### src/rtl/uart_rx_pkg.sv
// Shared UART definitions: default line rate, clock rate, bit-period math, FSM state encodings.
// Latency: n/a (compile-time constants and a pure function only).
// Backpressure: n/a.
package uart_rx_pkg;

    localparam int unsigned DEF_BAUDRATE = 115200;
    localparam int unsigned DEF_FREQ     = 50_000_000;

    // Whole clocks per serial bit; the truncation is accepted, because
    // sampling at bit centres leaves ample margin for the rounding error.
    function automatic int unsigned bit_period(input int unsigned freq,
                                               input int unsigned baud);
        return freq / baud;
    endfunction

    function automatic int unsigned half_period(input int unsigned freq,
                                                input int unsigned baud);
        return bit_period(freq, baud) / 2;
    endfunction

    typedef enum logic [1:0] {
        ST_IDLE  = 2'd0,
        ST_START = 2'd1,
        ST_DATA  = 2'd2,
        ST_STOP  = 2'd3
    } uart_state_e;

endpackage

### src/rtl/uart_rx_sync_2ff.sv
// Two-flop synchronizer for one asynchronous level; resets to 1 (idle line level).
// Latency: 2 clocks from d_i to q_o.
// Backpressure: none, free-running.
//   clk_i  : sampling clock
//   rst_ni : asynchronous active-low reset
//   d_i    : asynchronous input
//   q_o    : synchronized output
module sync_2ff (
    input  logic clk_i,
    input  logic rst_ni,
    input  logic d_i,
    output logic q_o
);

    logic meta_q;
    logic sync_q;

    always_ff @(posedge clk_i or negedge rst_ni) begin
        if (!rst_ni) begin
            meta_q <= 1'b1;
            sync_q <= 1'b1;
        end else begin
            meta_q <= d_i;
            sync_q <= meta_q;
        end
    end

    assign q_o = sync_q;

endmodule

### src/rtl/uart_rx.sv
// 8N1 UART receiver: samples each bit at its centre, timing from the detected start edge.
// Latency: VALID/FRAME_ERR pulse 3 + H + 9T clocks after RX falls (2 sync + 1 edge + centres).
// Backpressure: none; RDATA is held until the next good frame, and overrun is not detected.
//   CLOCK_50M : system clock, rising edge
//   RESET_N   : asynchronous active-low reset
//   RX        : serial line, idle high, LSB first
//   RDATA     : last good byte
//   VALID     : 1-clock pulse, RDATA updated
//   FRAME_ERR : 1-clock pulse, stop bit low and byte dropped
//   IDLE      : no frame in progress
module uart_rx
    import uart_rx_pkg::*;
#(
    parameter int unsigned BAUDRATE = DEF_BAUDRATE,
    parameter int unsigned FREQ     = DEF_FREQ
) (
    input  logic       CLOCK_50M,
    input  logic       RESET_N,
    input  logic       RX,
    output logic [7:0] RDATA,
    output logic       VALID,
    output logic       FRAME_ERR,
    output logic       IDLE
);

    localparam int unsigned T      = bit_period(FREQ, BAUDRATE);
    localparam int unsigned H      = half_period(FREQ, BAUDRATE);
    localparam logic [31:0] T_LAST = 32'(T - 1);
    localparam logic [31:0] H_LAST = 32'(H - 1);

    logic        rx_s;       // synchronized line
    logic        rx_prev_q;  // rx_s one clock earlier, for edge detection
    uart_state_e state_q;
    logic [31:0] cnt_clk_q;
    logic [2:0]  cnt_bit_q;
    logic [7:0]  shift_q;
    logic [7:0]  rdata_q;
    logic        valid_q;
    logic        ferr_q;

    sync_2ff u_sync (
        .clk_i  (CLOCK_50M),
        .rst_ni (RESET_N),
        .d_i    (RX),
        .q_o    (rx_s)
    );

    always_ff @(posedge CLOCK_50M or negedge RESET_N) begin
        if (!RESET_N) begin
            rx_prev_q <= 1'b1;
        end else begin
            rx_prev_q <= rx_s;
        end
    end

    always_ff @(posedge CLOCK_50M or negedge RESET_N) begin
        if (!RESET_N) begin
            state_q   <= ST_IDLE;
            cnt_clk_q <= '0;
            cnt_bit_q <= '0;
            shift_q   <= '0;
            rdata_q   <= '0;
            valid_q   <= 1'b0;
            ferr_q    <= 1'b0;
        end else begin
            valid_q <= 1'b0;
            ferr_q  <= 1'b0;
            case (state_q)
                // Only a real high-to-low transition starts a frame, so a line
                // stuck low after a framing error cannot retrigger.
                ST_IDLE: begin
                    if (rx_prev_q && !rx_s) begin
                        state_q   <= ST_START;
                        cnt_clk_q <= '0;
                    end
                end
                // Re-check the line at mid start bit; high means it was a glitch.
                ST_START: begin
                    if (cnt_clk_q == H_LAST) begin
                        cnt_clk_q <= '0;
                        cnt_bit_q <= '0;
                        state_q   <= rx_s ? ST_IDLE : ST_DATA;
                    end else begin
                        cnt_clk_q <= cnt_clk_q + 32'd1;
                    end
                end
                // Already at a bit centre, so one full period lands on the next centre.
                ST_DATA: begin
                    if (cnt_clk_q == T_LAST) begin
                        cnt_clk_q          <= '0;
                        shift_q[cnt_bit_q] <= rx_s;
                        cnt_bit_q          <= cnt_bit_q + 3'd1;
                        if (cnt_bit_q == 3'd7) begin
                            state_q <= ST_STOP;
                        end
                    end else begin
                        cnt_clk_q <= cnt_clk_q + 32'd1;
                    end
                end
                // Go idle at stop-bit centre: a new start edge can follow at once.
                ST_STOP: begin
                    if (cnt_clk_q == T_LAST) begin
                        cnt_clk_q <= '0;
                        state_q   <= ST_IDLE;
                        if (rx_s) begin
                            rdata_q <= shift_q;
                            valid_q <= 1'b1;
                        end else begin
                            ferr_q  <= 1'b1;
                        end
                    end else begin
                        cnt_clk_q <= cnt_clk_q + 32'd1;
                    end
                end
                default: begin
                    state_q <= ST_IDLE;
                end
            endcase
        end
    end

    assign RDATA     = rdata_q;
    assign VALID     = valid_q;
    assign FRAME_ERR = ferr_q;
    assign IDLE      = (state_q == ST_IDLE);

endmodule

### config.mk
export PLATFORM = sky130hd
export DESIGN_NAME = uart_rx
export DESIGN_NICKNAME = d
export VERILOG_FILES = /design/src/rtl/uart_rx_pkg.sv /design/src/rtl/uart_rx_sync_2ff.sv /design/src/rtl/uart_rx.sv
export SDC_FILE = /design/constraint.sdc
export NUM_CORES = 1
export LEC_CHECK = 0
export BUFFER_PORTS_ARGS = -buffer_cell sky130_fd_sc_hd__buf_2
export CORE_UTILIZATION = 59
export DETAILED_ROUTE_END_ITERATION = 12
export PLACE_DENSITY = 0.77
export REMOVE_ABC_BUFFERS = 1
export SETUP_SLACK_MARGIN = 0.4
export SLEW_MARGIN = 10
export SYNTH_ARGS = -nofsm -noshare
export SYNTH_HDL_FRONTEND = slang
export SYNTH_SLANG_ARGS = --single-unit
export TNS_END_PERCENT = 5
### constraint.sdc
create_clock -name CLOCK_50M -period 6.1 [get_ports CLOCK_50M]
set_input_delay 0.915 -clock CLOCK_50M [delete_from_list [all_inputs] [get_ports CLOCK_50M]]
set_output_delay 0.915 -clock CLOCK_50M [all_outputs]
set_load 0.03 [all_outputs]
==> flow_metrics.py <==
metrics = {
    "routing": {
        "avgRoutedWirePerCell_um": 17.8,
        "num_vias": 2689,
        "wl_um": 7230,
        "detail_route.first_pass.iterations": 5,
        "viasPerCell": 6.64,
        "route.detailed.drc": 0,
        "antenna_left": 0,
        "drt-initial-drc-count": 225,
    },
    "sta": {
        "fin_crit_sh": 0.485,
        "worst_pin_slew_ns": 0.986,
        "post-route-min-period_ns": 2.96,
        "slew_viol_final": 0,
        "max_freq_mhz": 338,
        "fin_tns_setup_ns": 0,
        "rsz0062_at_grt": "false",
        "setup_viol": 0,
        "skew_ns": 0.00684,
        "hold_viol": 0,
        "max_slew_margin": 0.339,
        "whs_ns": 0.364,
    },
    "synthesis": {
        "ys_warn_count": 0,
        "yosysTopAreaCellShare": 0.422,
        "ys_seq_area_frac": 0.446,
        "synth_ff_type": "dfrtp_1",
        "ys_async_sr_fraction": 1.00,
        "syn_inst": 327,
        "ys_seq_elements": 58,
        "synth_area_mm2": 0.00326,
        "netlist_top_cells_area": "dfrtp_1, mux2_2, a221o_1",
        "synth_edf_count": 0,
        "synth.distinct_cells": 47,
        "syn_avg_cell_area_um2": 9.98,
        "yosysTopAreaCell": "dfrtp_1",
    },
    "floorplanning": {
        "core_area_mm2": 0.00520,
        "dieArea_mm2": 0.00583,
        "ioPinCount": 14,
        "rows": 26,
        "fp.dieW_um": 76.4,
        "start_util": 0.627,
        "die_height_um": 76.4,
    },
    "cells_and_area": {
        "antenna_cells": 0,
        "drive_gt1_frac": 0.170,
        "nNetsFinal": 338,
        "fillers": 399,
        "syn2layout_area_growth_pct": 6.71,
    },
    "power": {
        "pwr-share-clk": 0.325,
        "p_sw_w": 0.000285,
        "p_comb_frac": 0.168,
        "intPower_w": 0.000615,
        "netSwitchingFraction": 0.317,
        "powerDensity_mw_per_mm2": 258,
        "sequentialPowerShare": 0.507,
        "ir_worst_vdd_mv": 0.169,
        "p_leak_nw": 1.55,
    },
    "global_route": {
        "grt_pass1_vias": 2481,
        "track_usage": 0.271,
        "grt_pass1_wl_um": 12400,
        "antenna_found_initial": 0,
        "grt_start_max_net_pins": 59,
        "grt_overflow": 0,
    },
    "cts": {
        "cts_tree": "yes",
        "cts_root_buf": "clkbuf_8",
        "cts_setup_buffers": 0,
        "numCtsBuffers": 9,
        "path_clk_slew_ns": 0.06,
        "postCtsHoldBufs": 0,
        "clk_latency_ns": 0.34,
        "htree_levels": 3,
        "clock_path_buffers": 2,
        "cts-resized-gates": 0,
        "cts.sinks": 58,
    },
    "hold_path": {
        "hold_path_class": "register to register",
    },
    "worst_setup_path": {
        "cp_max_fo": 41,
        "cp_cell_sequence": "nor4_1, and4_1, a31o_2, nand2_2, a221o_1",
        "start_kind": "register",
        "crit_required_ns": 6.32,
        "max_stage_delay_ns": 0.71,
        "worst_setup_path_end_kind": "register",
        "cp.arrival_ns": 3.18,
        "crit_path_top_delay_cell": "a31o_2",
        "worstSetupPathType": "register to register",
    },
    "status": {
        "outcome": "complete, no violations",
    },
    "place": {
        "io_buffers": 13,
        "hpwl_um": 4710,
        "gp_congestion": 0.834,
    },
    "job": {
        "maxCapViolations": 0,
    },
}
## layout by cell type, fill, tap and decap left out, types with 4 or more instances in the layout
master / Yosys / final
nor4_1: 15 / 15
nand3_1: 10 / 10
and4_1: 7 / 7
a21o_1: 4 / 4
buf_2: 8 / 13
a22o_1: 4 / 4
a21boi_0: 10 / 9
nor2_1: 8 / 8
clkbuf_8: 0 / 9
a211oi_1: 7 / 7
o22a_1: 10 / 10
nand2_1: 26 / 26
dfrtp_1: 55 / 55
a21oi_1: 20 / 20
nand4_1: 17 / 17
mux2_2: 17 / 17
a221o_1: 12 / 12
or4_1: 5 / 5
and2_1: 8 / 8
o31ai_1: 7 / 7
nor3_1: 5 / 5
ha_1: 5 / 5
inv_1: 12 / 12
clkinv_2: 0 / 4
## cell type report
cell class	instances	area, um^2	share of cell area
well taps	70	87.6	0.0252
flip-flops and latches	58	1460	0.418
multi-input cells	233	1650	0.474
clock buffers	12	135	0.0388
repair buffers	16	87.6	0.0252
inverters	12	45.0	0.0129
clock inverters	4	20.0	0.00575
## layer usage
layer	vias up	share of wire	GRT usage	wire, um
met2	76	0.47	0.409	3380
met4	0	0.012	0.0788	89
li1	1283	-	-	-
met5	-	0	0	0
met1	1317	0.47	0.384	3390
met3	13	0.051	0.0719	371
## worst paths after layout
path | slack, ns | start | cells after the start | to
min in group asynchronous | 0.70 | RESET_N | 2 | cnt_clk_q[13]
worst min register to register | 0.36 | u_sync.meta_q | 0 | u_sync.q_o
worst min-delay path | 0.36 | u_sync.meta_q | 0 | u_sync.q_o
max in group asynchronous | 4.89 | RESET_N | 2 | cnt_clk_q[16]
worst max register to register | 3.14 | cnt_clk_q[26] | 5 | cnt_clk_q[8]
worst max-delay path | 3.14 | cnt_clk_q[26] | 5 | cnt_clk_q[8]
## Yosys cell counts, types with 3 or more instances
master    count
nand4_1      17
a221o_1      12
and4_1        7
dfstp_2       3
a31oi_1       3
dfrtp_1      55
buf_4         3
ha_1          5
a211oi_1      7
clkbuf_1     13
a21boi_0     10
nor3_1        5
nor4_1       15
o31ai_1       7
o21ai_0       4
or4_1         5
a21oi_1      20
inv_1        12
mux2i_1       3
buf_2         8
nand2_1      26
and2_1        8
mux2_2       17
nor2_1        8
a22o_1        4
nand3_1      10
a21o_1        4
o22a_1       10
a22oi_1       3
## cell families (layout without fill, tap and decap cells)
logic type                 Yosys count  in the layout  synth area share
and+or+nand+nor                    113            113             0.198
AOI/OAI and AO/OA                   94             94             0.218
DFF                                 58             58             0.446
buffers and inverters               36             44            0.0479
muxes                               20             20            0.0679
adders and majority gates            5              5            0.0192
xor gates and xnor gates             1              1           0.00269
## power groups by stage
stage | logic, W | clock network (W) | registers [W]
3_5_place_dp | 0.000148 | 0 | 0.000459
6_report | 0.000151 | 0.000292 | 0.000456
5_1_grt | 0.000167 | 0.000314 | 0.000459
4_1_cts | 0.000151 | 0.000297 | 0.000453
3_3_place_gp | 0.000141 | 0 | 0.000458
2_1_floorplan | 0.000110 | 0 | 0.000445
## critical path, delay by kind of cell, from the launching register on
family	cells	cell delay [ns]
AND/OR/NAND/NOR	3	1.27
AO/OA/AOI/OAI	2	1.14
flip-flops	1	0.43
## stage by stage
| step | instance area [um^2] | utilization | setup WS, ns | std cells | total power [W] |
|---|---|---|---|---|---|
| after floorplan | 3150 | - | 3.21 | 303 | 0.000556 |
| after global placement | 3330 | 0.639 | 3.27 | 389 | 0.000599 |
| after detailed placement | 3330 | 0.639 | 3.20 | 389 | 0.000607 |
| after CTS | 3480 | 0.669 | 3.21 | 405 | 0.000901 |
| after global routing | 3480 | 0.669 | 2.95 | 405 | 0.000940 |
| final | 3480 | 0.669 | 3.14 | 405 | 0.000899 |
## state kept, by name (all words and copies together), names as in the netlist, 3 cells and up, named ones only
name and flops:
RDATA 8, cnt_bit_q 3, cnt_clk_q 32, shift_q 8
Power figures use the tool's default switching activity.
